**src/rtl/axi_stream_insert_header.sv**
```systemverilog
// axi_stream_insert_header: prepends a 0..DATA_BYTE_WD byte header to an AXI-Stream packet
// and repacks the merged byte stream into full beats.
module axi_stream_insert_header #(
    parameter int DATA_WD      = 32,
    parameter int DATA_BYTE_WD = DATA_WD / 8,
    parameter int BYTE_CNT_WD  = $clog2(DATA_BYTE_WD)
) (
    input  logic                    clk,
    input  logic                    rst_n,
    input  logic                    valid_in,
    input  logic [DATA_WD-1:0]      data_in,
    input  logic [DATA_BYTE_WD-1:0] keep_in,
    input  logic                    last_in,
    output logic                    ready_in,
    output logic                    valid_out,
    output logic [DATA_WD-1:0]      data_out,
    output logic [DATA_BYTE_WD-1:0] keep_out,
    output logic                    last_out,
    input  logic                    ready_out,
    input  logic                    valid_insert,
    input  logic [DATA_WD-1:0]      data_insert,
    input  logic [DATA_BYTE_WD-1:0] keep_insert,
    input  logic [BYTE_CNT_WD-1:0]  byte_insert_cnt,
    output logic                    ready_insert
);
    localparam int CW = BYTE_CNT_WD + 1;
    localparam logic [CW-1:0] FULL = CW'(DATA_BYTE_WD);

    typedef enum logic [1:0] {IDLE, STREAM, FLUSH} state_t;

    state_t               state;
    logic                 live, eop;
    logic [DATA_WD-1:0]   res, din_m, hdr_m, hdr_la;
    logic [CW-1:0]        res_cnt, n_in, n_hdr, tot;
    logic [2*DATA_WD-1:0] cat;
    logic                 out_free, take_in, take_hdr, out_done;
    logic                 unused;

    assign unused = ^byte_insert_cnt;

    always_comb begin
        din_m = '0;
        hdr_m = '0;
        n_in  = '0;
        n_hdr = '0;
        for (int i = 0; i < DATA_BYTE_WD; i++) begin
            din_m[8*i +: 8] = keep_in[i] ? data_in[8*i +: 8] : 8'h00;
            hdr_m[8*i +: 8] = keep_insert[i] ? data_insert[8*i +: 8] : 8'h00;
            n_in  = n_in + CW'(keep_in[i]);
            n_hdr = n_hdr + CW'(keep_insert[i]);
        end
        tot    = res_cnt + n_in;
        // residual bytes sit left-aligned; the new beat lands right behind them
        cat    = {res, {DATA_WD{1'b0}}} | ({din_m, {DATA_WD{1'b0}}} >> (8 * res_cnt));
        hdr_la = hdr_m << (8 * (DATA_BYTE_WD - int'(n_hdr)));
    end

    assign out_free     = !valid_out || ready_out;
    assign ready_in     = state == STREAM && !eop && out_free;
    assign ready_insert = live && state == IDLE;
    assign take_in      = valid_in && ready_in;
    assign take_hdr     = valid_insert && ready_insert;
    assign out_done     = valid_out && ready_out && last_out;

    always_ff @(posedge clk) begin
        if (!rst_n) begin
            state     <= IDLE;
            live      <= 1'b0;
            eop       <= 1'b0;
            res       <= '0;
            res_cnt   <= '0;
            valid_out <= 1'b0;
            data_out  <= '0;
            keep_out  <= '0;
            last_out  <= 1'b0;
        end else begin
            live <= 1'b1;
            if (valid_out && ready_out)
                valid_out <= 1'b0;
            case (state)
                IDLE: if (take_hdr) begin
                    state <= STREAM;
                    eop   <= 1'b0;
                    // a full-width header is a complete beat on its own
                    if (n_hdr == FULL) begin
                        valid_out <= 1'b1;
                        data_out  <= hdr_m;
                        keep_out  <= '1;
                        last_out  <= 1'b0;
                        res       <= '0;
                        res_cnt   <= '0;
                    end else begin
                        res     <= hdr_la;
                        res_cnt <= n_hdr;
                    end
                end
                STREAM: begin
                    if (take_in && (tot >= FULL || last_in)) begin
                        valid_out <= 1'b1;
                        data_out  <= cat[2*DATA_WD-1:DATA_WD];
                        keep_out  <= tot >= FULL ? '1 : ~({DATA_BYTE_WD{1'b1}} >> tot);
                        last_out  <= last_in && tot <= FULL;
                        res       <= tot >= FULL ? cat[DATA_WD-1:0] : '0;
                        res_cnt   <= tot >= FULL ? tot - FULL : '0;
                        if (last_in) begin
                            eop <= 1'b1;
                            if (tot > FULL)
                                state <= FLUSH;
                        end
                    end else if (take_in) begin
                        res     <= cat[2*DATA_WD-1:DATA_WD];
                        res_cnt <= tot;
                    end
                    if (out_done)
                        state <= IDLE;
                end
                FLUSH: begin
                    if (res_cnt != '0 && out_free) begin
                        valid_out <= 1'b1;
                        data_out  <= res;
                        keep_out  <= ~({DATA_BYTE_WD{1'b1}} >> res_cnt);
                        last_out  <= 1'b1;
                        res       <= '0;
                        res_cnt   <= '0;
                    end
                    if (out_done)
                        state <= IDLE;
                end
                default: state <= IDLE;
            endcase
        end
    end
endmodule

```
**config.mk**
```make
export PLATFORM = sky130hd
export DESIGN_NAME = axi_stream_insert_header
export DESIGN_NICKNAME = d
export VERILOG_FILES = /design/src/rtl/axi_stream_insert_header.sv
export SDC_FILE = /design/constraint.sdc
export NUM_CORES = 1
export LEC_CHECK = 0
export ABC_AREA = 1
export CORE_UTILIZATION = 50
export CTS_CLUSTER_SIZE = 8
export DETAILED_ROUTE_END_ITERATION = 8
export PLACE_DENSITY = 0.85
export SYNTH_ARGS = -nofsm -noshare
export SYNTH_HDL_FRONTEND = slang
export SYNTH_SLANG_ARGS = --single-unit
export TNS_END_PERCENT = 100
```
**constraint.sdc**
```tcl
create_clock -name clk -period 3.6 [get_ports clk]
set_input_delay 0.9 -clock clk [delete_from_list [all_inputs] [get_ports clk]]
set_output_delay 0.9 -clock clk [all_outputs]
set_load 0.05 [all_outputs]
```
Word-level counts from Yosys, hierarchy flattened
Index checks and enable logic that the tools add are counted.
{ "totals": {"out_inout_bits": 40, "reg_bits": 77, "input_bits": 80, "wordCells": 119} }
{ "op_classes": {"n_reduce_logical": 22, "eq_ne": 13, "n_shift": 4, "n_lt_le_gt_ge": 3, "n_addsub": 9, "muxes": 56, "bitwise_logic": 3} }
{ "op_table": {"columns": ["cell", "count"], "rows": [
  ["32-bit 2-to-1 mux", 10],
  ["32-bit case mux with 3 select lines", 2],
  ["8-bit 2-to-1 mux", 8],
  ["64-bit bitwise OR", 1],
  ["64-bit by 6-bit right shift with 64-bit output", 1],
  ["32-bit by 32-bit left shift with 32-bit output", 1],
  ["4-bit 2-to-1 mux", 5],
  ["3-bit 2-to-1 mux", 6],
  ["1-bit 2-to-1 mux", 13],
  ["2-bit 2-to-1 mux", 6],
  ["4-bit case mux with 3 select lines", 1],
  ["1-bit logical AND", 10],
  ["5-bit AND reduction", 2],
  ["3-bit by 2-bit inequality test with 1-bit output (second input constant)", 3],
  ["3-bit case mux with 3 select lines", 1],
  ["2-bit inequality test (second input constant)", 4],
  ["4-bit NOT", 2],
  ["4-bit AND reduction", 2],
  ["4-bit by 3-bit right shift with 4-bit output (first input constant)", 2],
  ["2-bit by 1-bit adder with 3-bit output", 2],
  ["3-bit by 1-bit adder with 3-bit output", 2],
  ["1-bit case mux with 3 select lines", 2],
  ["2-bit case mux with 3 select lines", 1],
  ["3-bit nonzero test", 2],
  ["17 further kinds", 21]
]} }

Logic depth before layout (Yosys ltp)
{ "logic_depth": {"ltp_word": 10, "mapped_depth": 16, "mapped_depth_nobuf": 15} }

Least setup slack after synthesis
OpenSTA, ideal clock, no wires.
{ "synth_timing": {"path_type": "input-to-reg", "from": "input port keep_insert[0]", "to": "register res[24]", "arrival_time_ps": 3393, "path_buffers": 3, "setup_slack_ps": 88, "path_stages": 15, "path_cell_list": "fa_1 ha_1 buf_2 inv_2 clkbuf_1 ha_1 inv_1 ha_1 nand3b_1 clkbuf_1 a21oi_1 nand2_1 nand2_1 nor2_1 a21oi_1"} }
{ "synth_via": {"elab_chain_len": 8, "word_cells_on_any_way": 10, "cone_classes": "add/sub (4); eq/ne (1); shift (1); mux (4)"} }
{ "synth_rtl": {"columns": ["element", "line_no", "rtl"], "rows": [
  ["start, declared", "22", "input logic [DATA_BYTE_WD-1:0] keep_insert,"],
  ["1-bit by 1-bit adder with 2-bit output", "50", "n_hdr = n_hdr + CW'(keep_insert[i]);"],
  ["2-bit by 1-bit adder with 3-bit output", "50", null],
  ["3-bit by 1-bit adder with 3-bit output", "50", null],
  ["3-bit by 3-bit subtractor with 4-bit output", "55", "hdr_la = hdr_m << (8 * (DATA_BYTE_WD - int'(n_hdr)));"],
  ["32-bit by 32-bit left shift with 32-bit output", "55", null],
  ["32-bit 2-to-1 mux *", "85", "if (n_hdr == FULL) begin"],
  ["32-bit 2-to-1 mux *", "81", "IDLE: if (take_hdr) begin"],
  ["32-bit case mux with 3 select lines *", "80", "case (state)"],
  ["end signal, assigned", "93", "res <= hdr_la;"],
  ["end signal, assigned", "103", "res <= tot >= FULL ? cat[DATA_WD-1:0] : '0;"],
  ["end signal, assigned", "111", "res <= cat[2*DATA_WD-1:DATA_WD];"],
  ["end, declared", "33", "logic [DATA_WD-1:0] res, din_m, hdr_m, hdr_la;"]
]} }
Every way passes the cells marked *; elsewhere a longest branch is shown, timed or not. The select of a mux whose other input is x is not followed.
A chain may end at the register's enable or synchronous reset.

Final worst setup path
{ "layout_timing": {"from": "input port keep_in[0]", "to": "register data_out[14]"} }
{ "layout_via": {"elab_chain_len": 9, "word_cells_on_any_way": 14, "cone_classes": "add/sub (4); order compare (1); eq/ne (1); shift (1); mux (3); bitwise (1); reduce/logical (3)"} }
{ "layout_rtl": {"columns": ["element", "line_no", "rtl"], "rows": [
  ["start, declared", "12", "input logic [DATA_BYTE_WD-1:0] keep_in,"],
  ["1-bit by 1-bit adder with 2-bit output", "49", "n_in = n_in + CW'(keep_in[i]);"],
  ["2-bit by 1-bit adder with 3-bit output", "49", null],
  ["3-bit by 1-bit adder with 3-bit output", "49", null],
  ["3-bit adder", "52", "tot = res_cnt + n_in;"],
  ["3-bit greater-or-equal comparator", "98", "if (take_in && (tot >= FULL || last_in)) begin"],
  ["1-bit logical OR", "98", null],
  ["1-bit logical AND", "98", null],
  ["2-bit by 1-bit inequality test with 1-bit output (no source line)", null, null],
  ["5-bit AND reduction (no source line)", null, null],
  ["end signal, assigned", "87", "data_out <= hdr_m;"],
  ["end signal, assigned", "100", "data_out <= cat[2*DATA_WD-1:DATA_WD];"],
  ["end signal, assigned", "120", "data_out <= res;"],
  ["end, declared", "16", "output logic [DATA_WD-1:0] data_out,"]
]} }
Several ways; a longest one is shown, not always the timed one. The select of a mux whose other input is x is not followed.

==> summary.md <==
| Metric | Value |
|---|---|
| Worst Path Max Fanout | 12 |
| CTS tree | yes |
| Routed WL per cell | 16.4 µm |
| Number of global-route vias before repair | 8542 |
| Count of input and output buffers | 117 |
| Number of buffers between clock root and the deepest sink | 2 |
| Commonest cells after routing, fill and taps aside | nand2_1 (473), nand3_1 (235), nor2_1 (153) |
| Core Rows | 44 |
| Share of synthesized area occupied by flip-flops and latches | 20.8% |
| Core footprint | 14500 µm² |
| Most used flip-flop cell after synthesis | dfxtp_1 |
| Setup-violating endpoint count in the final report | 0 |
| Final antenna-violating net count | 0 |
| Clock period minus final worst setup slack | 3450 ps |
| Total number of yosys warnings | 0 |
| Number of design rule violations left after detail routing | 0 |
| Remaining global-route overflow | 0 |
| Horizontal die dimension | 124 µm |
| Hold Fails Final Rpt | 0 |
| Antenna violations before repair | 0 |
| Clock buffer count from CTS | 9 |
| Number of hold-repair buffers added at the cts stage | 0 |
| Cells after synthesis | 1397 |
| Maximum frequency from static timing analysis | 0.289 GHz |
| Number of vias per cell after detailed routing | 5.74 |
| Net count reported at finish | 1579 |
| Clock transition at the register clock pins on the worst setup and hold paths after CTS | 60 ps |
| Leading cell type in the layout, fill and taps excluded | nand2_1 |
| Average instance area after synthesis | 5.32 µm² |
| Layout fillers | 1429 |
| Startpoint of the worst-slack reg-to-reg timing path | state[1]$_SDFFE_PN0P_ |
| Clock Root Buffer | clkbuf_16 |
| Number of flops mapped to enable cells by yosys | 0 |
| Half-perimeter wire length after placement | 19400 µm |
| Category of the worst setup path launch point | input port |
| Clock insertion delay at the later pin of the skew report | 350 ps |
| Final worst setup slack | 145 ps |
| Net count after synthesis | 1491 |
| Area enclosed by the die boundary | 15300 µm² |
| Netlist Area Pre-Place | 7430 µm² |
| Headroom to the max-slew limit | 46.5% |
| Overall Global Routing Usage | 35.1% |
| Reg2reg end | res[7]$_SDFFE_PN0P_ |
| Number of cells on the worst hold path | 2 |
| Via total after detailed routing | 9607 |
| Number of pins exceeding their max-slew limit in the final report | 0 |
| Layout cells sized above 1 | 7.72% |
| Router iterations before antenna repair | 6 |
| Critical Path AT | 3730 ps |
| Leakage dissipation | 4.45 nW |
| First-pass GRT wire length | 41400 µm |
| Max_cap viols | 0 |
| Count of routing violations after the opening detailed-route iteration | 1094 |
| Beginning of the worst hold path | keep_out[1]$_SDFFE_PN0P_ |
| Initial Utilization | 51.1% |
| Pin count of the biggest net entering global routing | 49 |
| Net switching power | 4.25 mW |
| Internal | 3.49 mW |
| TritonCTS sink count | 77 |
| Share of total power in sequential cells | 17.5% |
| Endpoint, Worst Hold | keep_out[1]$_SDFFE_PN0P_ |
| Post-layout utilization of the core | 63.7% |
| Tightest Pin Transition | 802 ps |
| Combinational power share | 70.2% |
| Ports placed on the boundary | 120 |
| Switching power share of the total | 54.9% |
| Share of the clock period used by the worst path | 96.0% |
| Data required time of the worst path | 3880 ps |
| Setup clock skew after layout | 7.43 ps |
| Antenna Cells | 0 |
| Power density over the cells | 836 nW/µm² |
| Class of the worst hold path | reg2reg |
| Worst setup slack for register-to-register paths | 710 ps |
| RSZ-0062 raised after global routing | false |
| Result of the run | finished clean |
| #FFs+latches synth | 77 |
| Highest ir drop seen on vdd | 465 µV |
| Post-placement worst setup slack | -379 ps |
| DIE HEIGHT | 124 µm |
| Area added between synthesis and finish | 24.7% |
| Post-CTS Repair Setup Buffers | 0 |
| Maximum level of the CTS H-tree | 3 |
| Share of synthesized flip-flops with an asynchronous set or reset | 0% |
| Start-to-end type of the worst setup path | in2reg |
| Total wirelength of the detailed-routed design | 27400 µm |
| Clk pwr share | 12.3% |
| R2R cell count | 11 |
| Number of different library cells in the post-synthesis netlist | 31 |
| Placer congestion estimate | 0.945 |
| Element type at the critical path end | flip-flop |
-- worst max-delay path by stage --
stage / slack (ps) / to / startpoint / cells after the start
final: 150 / data_out[14]$_SDFFE_PN0P_ / keep_in[0] / 13
after global routing: 4 / data_out[14]$_SDFFE_PN0P_ / keep_in[0] / 14
after CTS: 1 / res[24]$_SDFFE_PN0P_ / keep_insert[1] / 15
after detailed placement: -380 / res[22]$_SDFFE_PN0P_ / keep_insert[1] / 16
after global placement: -310 / res[27]$_SDFFE_PN0P_ / keep_insert[1] / 15
after floorplan: 90 / res[24]$_SDFFE_PN0P_ / keep_insert[0] / 15
-- layer usage --
| metal | track usage (%) | routed length [µm] | share of wire, % |
|---|---|---|---|
| met5 | 0 | 0 | 0 |
| met4 | 15.5 | 1220 | 4.4 |
| met1 | 43.4 | 11000 | 40 |
| met2 | 59.4 | 13200 | 48 |
| met3 | 6.18 | 2030 | 7.4 |
-- worst max-delay path: stages --
cell and delay (ps):
clkdlybuf4s50_1 450, fa_1 520, fa_2 360, fa_2 360
buf_4 160, nand2_4 70, nand3_2 120, nand2_4 130
nand2_2 100, nand3_4 170, clkbuf_16 190, nor2_1 50
nor2_1 150
-- kinds of logic (layout without fill, tap and decap cells) --
group                    after synthesis  in the layout  synth area share [%]
AO/OA/AOI/OAI                        198            198                  13.4
adder cells (fa/ha/maj)               14             14                  2.76
flip-flops                            77             77                  20.8
buffers and inverters                221            311                  12.9
AND/OR/NAND/NOR                      887            889                  50.1
-- flip-flops by register name (all words and copies together) (netlist names) --
| register | count |
|---|---|
| data_out | 32 |
| eop | 1 |
| keep_out | 4 |
| last_out | 1 |
| live | 1 |
| res | 32 |
| res_cnt | 3 |
| state | 2 |
| valid_out | 1 |
-- what timing repair did --
| item | 4_1_cts | 5_1_grt |
|---|---|---|
| gates cloned | 1 | 4 |
| gates resized for setup | 3 | 22 |
| pin swaps | 1 | 9 |
| setup endpoints to repair | 4 | 69 |
-- cells in the mapped netlist (7+ instances only) --
| library cell | count | share of area (%) |
|---|---|---|
| a21oi_1 | 117 | 7.9 |
| buf_1 | 13 | 0.66 |
| buf_2 | 30 | 2.0 |
| buf_6 | 9 | 1.4 |
| clkbuf_1 | 39 | 2.0 |
| dfxtp_1 | 77 | 21 |
| ha_1 | 10 | 1.7 |
| inv_1 | 115 | 5.8 |
| inv_2 | 7 | 0.35 |
| nand2_1 | 474 | 24 |
| nand3_1 | 235 | 16 |
| nor2_1 | 155 | 7.8 |
| o21ai_0 | 69 | 4.7 |
| o21ai_1 | 9 | 0.61 |
-- power by group through the flow --
stage	sequential [mW]	clock, mW	combinational, mW
floorplan	1.96	0	3.10
global placement	1.35	0	5.02
detailed placement	1.36	0	5.10
CTS	1.35	0.949	5.15
global route	1.39	0.985	5.92
finish	1.36	0.951	5.43
-- stage by stage --
stage	cells	TNS [ps]	power [mW]	hold slack (ps)	area, µm²
after global routing	1673	0	8.30	511	9260
after detailed placement	1653	-20310	6.46	472	8810
after global placement	1653	-17210	6.37	464	8810
after CTS	1669	0	7.45	485	9120
final	1673	0	7.74	479	9260
after floorplan	1397	0	5.07	469	7430
-- cell type report --
type / count / area, µm² / area share [%]
Timing Repair Buffer: 171 / 1710 / 18.5
Clock inverter: 4 / 47.5 / 0.513
Sequential cell: 77 / 1540 / 16.6
Inverter: 125 / 477 / 5.15
Multi-Input combinational cell: 1101 / 5000 / 54.0
Tap cell: 184 / 230 / 2.49
Clock buffer: 11 / 253 / 2.73
Note: power is estimated with default switching activity, not from simulation.
